$ cat config.mk
export PLATFORM = sky130hd
export DESIGN_NAME = alu_arbiter
export DESIGN_NICKNAME = d
export VERILOG_FILES = /design/src/rtl/alu_arbiter_pkg.sv /design/src/rtl/alu_arbiter_rr_pick.sv /design/src/rtl/alu_arbiter.sv
export SDC_FILE = /design/constraint.sdc
export NUM_CORES = 1
export LEC_CHECK = 0
export ABC_AREA = 1
export CAP_MARGIN = 20
export CORE_ASPECT_RATIO = 1.25
export CORE_MARGIN = 2
export CORE_UTILIZATION = 33
export CTS_CLUSTER_SIZE = 14
export DETAILED_ROUTE_END_ITERATION = 8
export PLACE_DENSITY_LB_ADDON = 0.15
export SLEW_MARGIN = 20
export SYNTH_ARGS = -nofsm -noshare
export SYNTH_HDL_FRONTEND = slang
export SYNTH_SLANG_ARGS = --single-unit
$ cat constraint.sdc
create_clock -name clk -period 1.33 [get_ports clk]
set_input_delay 0.1995 -clock clk [delete_from_list [all_inputs] [get_ports clk]]
set_output_delay 0.1995 -clock clk [all_outputs]
set_load 0.005 [all_outputs]
$ cat src/rtl/alu_arbiter_pkg.sv
// Shared definitions for the ALU arbiter: opcode values, FSM encoding and the default datapath width.
// Holds no logic, so it adds no latency and applies no backpressure.
package alu_arbiter_pkg;

    localparam int W_DEF = 32;

    typedef enum logic [2:0] {
        OP_ADD  = 3'd0,
        OP_SLL  = 3'd1,
        OP_SLT  = 3'd2,
        OP_SLTU = 3'd3,
        OP_XOR  = 3'd4,
        OP_SR   = 3'd5,
        OP_OR   = 3'd6,
        OP_AND  = 3'd7
    } alu_op_e;

    typedef enum logic [1:0] {
        ST_IDLE = 2'd0,
        ST_EXEC = 2'd1,
        ST_RESP = 2'd2
    } state_e;

endpackage

$ cat src/rtl/alu_arbiter_rr_pick.sv
// Round-robin picker: one-hot grant to the first set req bit at or above ptr, wrapping at N.
// Purely combinational (zero latency); applies no backpressure of its own.
module alu_arbiter_rr_pick
    import alu_arbiter_pkg::*;
#(
    parameter int N  = 2,
    parameter int PW = (N > 1) ? $clog2(N) : 1
) (
    input  logic [N-1:0]  req,
    input  logic [PW-1:0] ptr,
    output logic [N-1:0]  gnt
);

    logic [PW:0]   sum;
    logic [PW-1:0] idx;
    logic          found;

    always_comb begin
        gnt   = '0;
        found = 1'b0;
        sum   = '0;
        idx   = '0;
        for (int off = 0; off < N; off++) begin
            sum = {1'b0, ptr} + (PW+1)'(off);
            if (sum >= (PW+1)'(N)) begin
                sum = sum - (PW+1)'(N);
            end
            idx = sum[PW-1:0];
            if (!found && req[idx]) begin
                gnt[idx] = 1'b1;
                found    = 1'b1;
            end
        end
    end

endmodule

$ cat src/rtl/alu_arbiter.sv
// Shares one registered ALU among N requesters; result valid two edges after grant, at most one op outstanding.
// Backpressure: no grant while a response is unaccepted; ALU inputs held so the result stays stable meanwhile.
module alu_arbiter
    import alu_arbiter_pkg::*;
#(
    parameter int N = 2,
    parameter int W = W_DEF
) (
    input  logic           clk,
    input  logic           rst_n,
    input  logic [N-1:0]   req_valid,
    output logic [N-1:0]   req_ready,
    input  logic [N*W-1:0] req_a,
    input  logic [N*W-1:0] req_b,
    input  logic [N*3-1:0] req_op,
    input  logic [N-1:0]   req_mod,
    output logic [N-1:0]   rsp_valid,
    input  logic [N-1:0]   rsp_ready,
    output logic [W-1:0]   rsp_data,
    output logic [W-1:0]   alu_a,
    output logic [W-1:0]   alu_b,
    output logic [2:0]     alu_op,
    output logic           alu_mod,
    input  logic [W-1:0]   alu_res,
    output logic           busy
);

    localparam int PW = (N > 1) ? $clog2(N) : 1;

    state_e        state_q, state_d;
    logic [PW-1:0] rr_ptr_q, rr_ptr_d;
    logic [PW-1:0] owner_q, owner_d;
    logic [W-1:0]  alu_a_q, alu_a_d, alu_b_q, alu_b_d;
    logic [2:0]    alu_op_q, alu_op_d;
    logic          alu_mod_q, alu_mod_d;

    logic [N-1:0]  gnt;
    logic [PW-1:0] gnt_idx;
    logic [W-1:0]  sel_a, sel_b;
    logic [2:0]    sel_op;
    logic          sel_mod;
    logic          can_issue, issue;

    alu_arbiter_rr_pick #(.N(N), .PW(PW)) u_pick (
        .req (req_valid),
        .ptr (rr_ptr_q),
        .gnt (gnt)
    );

    always_comb begin
        gnt_idx = '0;
        sel_a   = '0;
        sel_b   = '0;
        sel_op  = '0;
        sel_mod = 1'b0;
        for (int i = 0; i < N; i++) begin
            if (gnt[i]) begin
                gnt_idx = PW'(i);
                sel_a   = req_a[i*W +: W];
                sel_b   = req_b[i*W +: W];
                sel_op  = req_op[i*3 +: 3];
                sel_mod = req_mod[i];
            end
        end
    end

    // Issuing is allowed from IDLE or in the same cycle the owner takes its result.
    always_comb begin
        can_issue = (state_q == ST_IDLE) || ((state_q == ST_RESP) && rsp_ready[owner_q]);
        req_ready = can_issue ? gnt : '0;
        issue     = |req_ready;

        state_d   = state_q;
        rr_ptr_d  = rr_ptr_q;
        owner_d   = owner_q;
        alu_a_d   = alu_a_q;
        alu_b_d   = alu_b_q;
        alu_op_d  = alu_op_q;
        alu_mod_d = alu_mod_q;

        case (state_q)
            ST_IDLE: if (issue) state_d = ST_EXEC;
            ST_EXEC: state_d = ST_RESP;
            ST_RESP: if (rsp_ready[owner_q]) state_d = issue ? ST_EXEC : ST_IDLE;
            default: state_d = ST_IDLE;
        endcase

        if (issue) begin
            alu_a_d   = sel_a;
            alu_b_d   = sel_b;
            alu_op_d  = sel_op;
            alu_mod_d = sel_mod;
            owner_d   = gnt_idx;
            rr_ptr_d  = (gnt_idx == PW'(N-1)) ? '0 : gnt_idx + PW'(1);
        end
    end

    always_comb begin
        rsp_valid = '0;
        for (int i = 0; i < N; i++) begin
            rsp_valid[i] = (state_q == ST_RESP) && (owner_q == PW'(i));
        end
    end

    always_ff @(posedge clk) begin
        if (!rst_n) begin
            state_q   <= ST_IDLE;
            rr_ptr_q  <= '0;
            owner_q   <= '0;
            alu_a_q   <= '0;
            alu_b_q   <= '0;
            alu_op_q  <= '0;
            alu_mod_q <= 1'b0;
        end else begin
            state_q   <= state_d;
            rr_ptr_q  <= rr_ptr_d;
            owner_q   <= owner_d;
            alu_a_q   <= alu_a_d;
            alu_b_q   <= alu_b_d;
            alu_op_q  <= alu_op_d;
            alu_mod_q <= alu_mod_d;
        end
    end

    assign rsp_data = alu_res;
    assign alu_a    = alu_a_q;
    assign alu_b    = alu_b_q;
    assign alu_op   = alu_op_q;
    assign alu_mod  = alu_mod_q;
    assign busy     = (state_q != ST_IDLE);

endmodule

==> run summary <==
Synthesis-to-finish area growth: 74.7%
Starting Density: 0.340
Clk buf depth: 2
Crit end category: primary output
Synth area leader: dfxtp_1
Setup_tns: -4.49 ns
Detailed Route Iter0 Violations: 169
Post-synth cell types: 15
Clk_skew: 0.00639 ns
Setup Viol. Count Final: 71
Placed standard-cell area: 0.00634 mm2
DR DRC count: 0
CP max FO: 3
Post-place setup slack: -0.536 ns
Max Cap Viol: 0
Io pins: 279
TritonCTS Buffers: 9
GPL Wtd Cong: 0.822
Synth Cell Area: 0.00416 mm2
Slack of the critical path: -0.124 ns
Antenna viol nets, final: 0
Synth Instances: 720
Sequential area share after synthesis: 0.347
Vias per cell: 4.47
Worst relative slew slack: 0.820
Post-synthesis mux area share: 0
Post-synthesis xor/xnor area fraction: 0
Nets: 1084
Vias in the first global route: 4544
Die ar.: 0.0135 mm2
Clock Latency Late Sink: 0.33 ns
Layout cells sized above 1: 0.164
Max-slew violation count: 0
Initial antenna violation count: 0
Async S/R FF share, synth: 0
Required time of the critical path: 1.13 ns
Largest net degree at the start of global routing: 43
Fmax: 688 MHz
Post-Syn Area per Cell: 5.77 um2
Most used flip-flop cell after synthesis: dfxtp_1
Nature of the critical path startpoint: flop
Total grt overflow: 0
Crit path kind: flop to primary output
Compound-Gate Fraction of Synth Area: 0.0153
Die height: 129 um
Area fraction of the dominant cell type after synthesis: 0.347
Top-count cell post-synth: nand2_1
HPWL after DPL: 9840 um
Post-Layout Cell Count: 1079
CTS clk-pin slew, worst paths: 0.06 ns
Final Instance Area: 0.00726 mm2
Final Hold Vio Count: 0
Placed cell count: 1049
WP data arrival: 1.25 ns
Peak supply drop: 788 uV
Core area: 0.0122 mm2
Synth cell count leaders: nand2_1, nor2_1, inv_1, dfxtp_1, nand3_1
First-pass GRT wire length: 21900 um
DRT Wirelength: 14600 um
Outcome: complete, but fails checks
Post-route minimum period: 1.45 ns
Root Driver: clkbuf_16
Via Count: 4824
Largest family of logic cells by synthesized area: simple AND/OR/NAND/NOR gates
RSZ-0062 raised after global routing: yes
Diodes inserted: 0
Die W: 104 um
Area contributors post-synth: dfxtp_1, nand2_1, nor2_1
Per-cell routed wire length: 13.5 um
Slew of the pin with the lowest slew margin: 0.270 ns
Synthesis Warnings: 0
CTS tree: built
Worst hold-check path type: primary input to flop
Leakage: 3.75 nW
Simple-gate portion of the synthesized area: 0.466
Pwr per Cell Area: 1200 mW/mm2
Drt pass-1 iters: 4
Failing checks: negative setup slack
Syn nets: 894
Port buffer count: 214
Final period util: 1.09
Synth Area in Adders: 0
Placement row count: 45
Post-synth EDFFs: 0
H-tree Lvls: 3
Number of synthesized register bits: 72
Num Clock Sinks: 72
Total GRT Usage: 0.201
[area by class of cell]
| class | instances | area (um2) |
|---|---|---|
| fillers | 1184 | 4950 |
| clock inverters | 5 | 103 |
| flip-flops and latches | 72 | 1450 |
| clock buffers | 11 | 253 |
| well taps | 164 | 205 |
| multi-input cells | 497 | 2300 |
| repair buffers | 254 | 2670 |
| inverters | 76 | 285 |
[critical path, cell delays in order (launching register included)]
cell	delay [ns]
dfxtp_2	0.35
inv_2	0.05
nand2_4	0.06
nand3_4	0.09
buf_6	0.14
nand3_4	0.08
inv_2	0.05
buf_6	0.11
[metrics by stage]
step                 util  hold slack (ns)  power [W]
detailed placement  0.519            0.399    0.00550
finish              0.594            0.163    0.00868
global placement    0.519            0.399    0.00545
floorplan               -            0.422    0.00405
CTS                 0.553            0.158    0.00829
global route        0.594            0.164    0.00922
[registers in the layout, summed over array words and instances (netlist names)]
register	cells
owner_q	1
alu_op	3
rr_ptr_q	1
alu_a	32
state_q	2
alu_b	32
alu_mod	1
[placed cells by master (no fill, tap or decap), drive strengths merged]
| cell type | instances |
|---|---|
| nand3 | 71 |
| clkinv | 1 |
| a211oi | 1 |
| bufinv | 3 |
| inv | 76 |
| clkdlybuf4s50 | 138 |
| dlymetal6s2s | 1 |
| clkbuf | 16 |
| dlygate4sd2 | 69 |
| a21boi | 2 |
| o21ai | 1 |
| buf | 41 |
| a21oi | 2 |
| dfxtp | 72 |
| nand2 | 280 |
| clkinvlp | 1 |
| nor2 | 140 |
[where the power goes]
| part | internal [W] | leakage, nW | switching (W) |
|---|---|---|---|
| combinational | 0.00163 | 2.98 | 0.00153 |
| clock | 0.00193 | 0.172 | 0.000929 |
| sequential | 0.00250 | 0.599 | 0.000164 |
[per-layer routing]
layer  vias to the layer above  GRT usage  share of wire
li1                       2485          -              -
met1                      2144      0.214           0.39
met2                       168      0.370           0.52
met3                        27     0.0619          0.070
met4                         0     0.0835          0.024
met5                         -          0              0
[final timing paths]
kind | start | to | slack, ns | cells after the start
worst max-delay path | owner_q | req_ready[0] | -0.12 | 7
worst max register to register | rr_ptr_q | alu_a[31] | -0.09 | 8
worst min-delay path | rst_n | alu_a[11] | 0.16 | 3
worst min register to register | state_q[1] | state_q[1] | 0.47 | 1
[logic make-up after synthesis]
family | count (synthesis)
AO/OA/AOI/OAI | 6
buffers and inverters | 151
flip-flops | 72
AND/OR/NAND/NOR | 491
[timing repair]
action,in CTS,in global routing
pin swaps,2,3
setup endpoints to repair,144,76
resized for setup,119,101
hold buffers,0,0
cloned,2,6
buffers inserted,4,2
(Power assumes the default switching activity.)
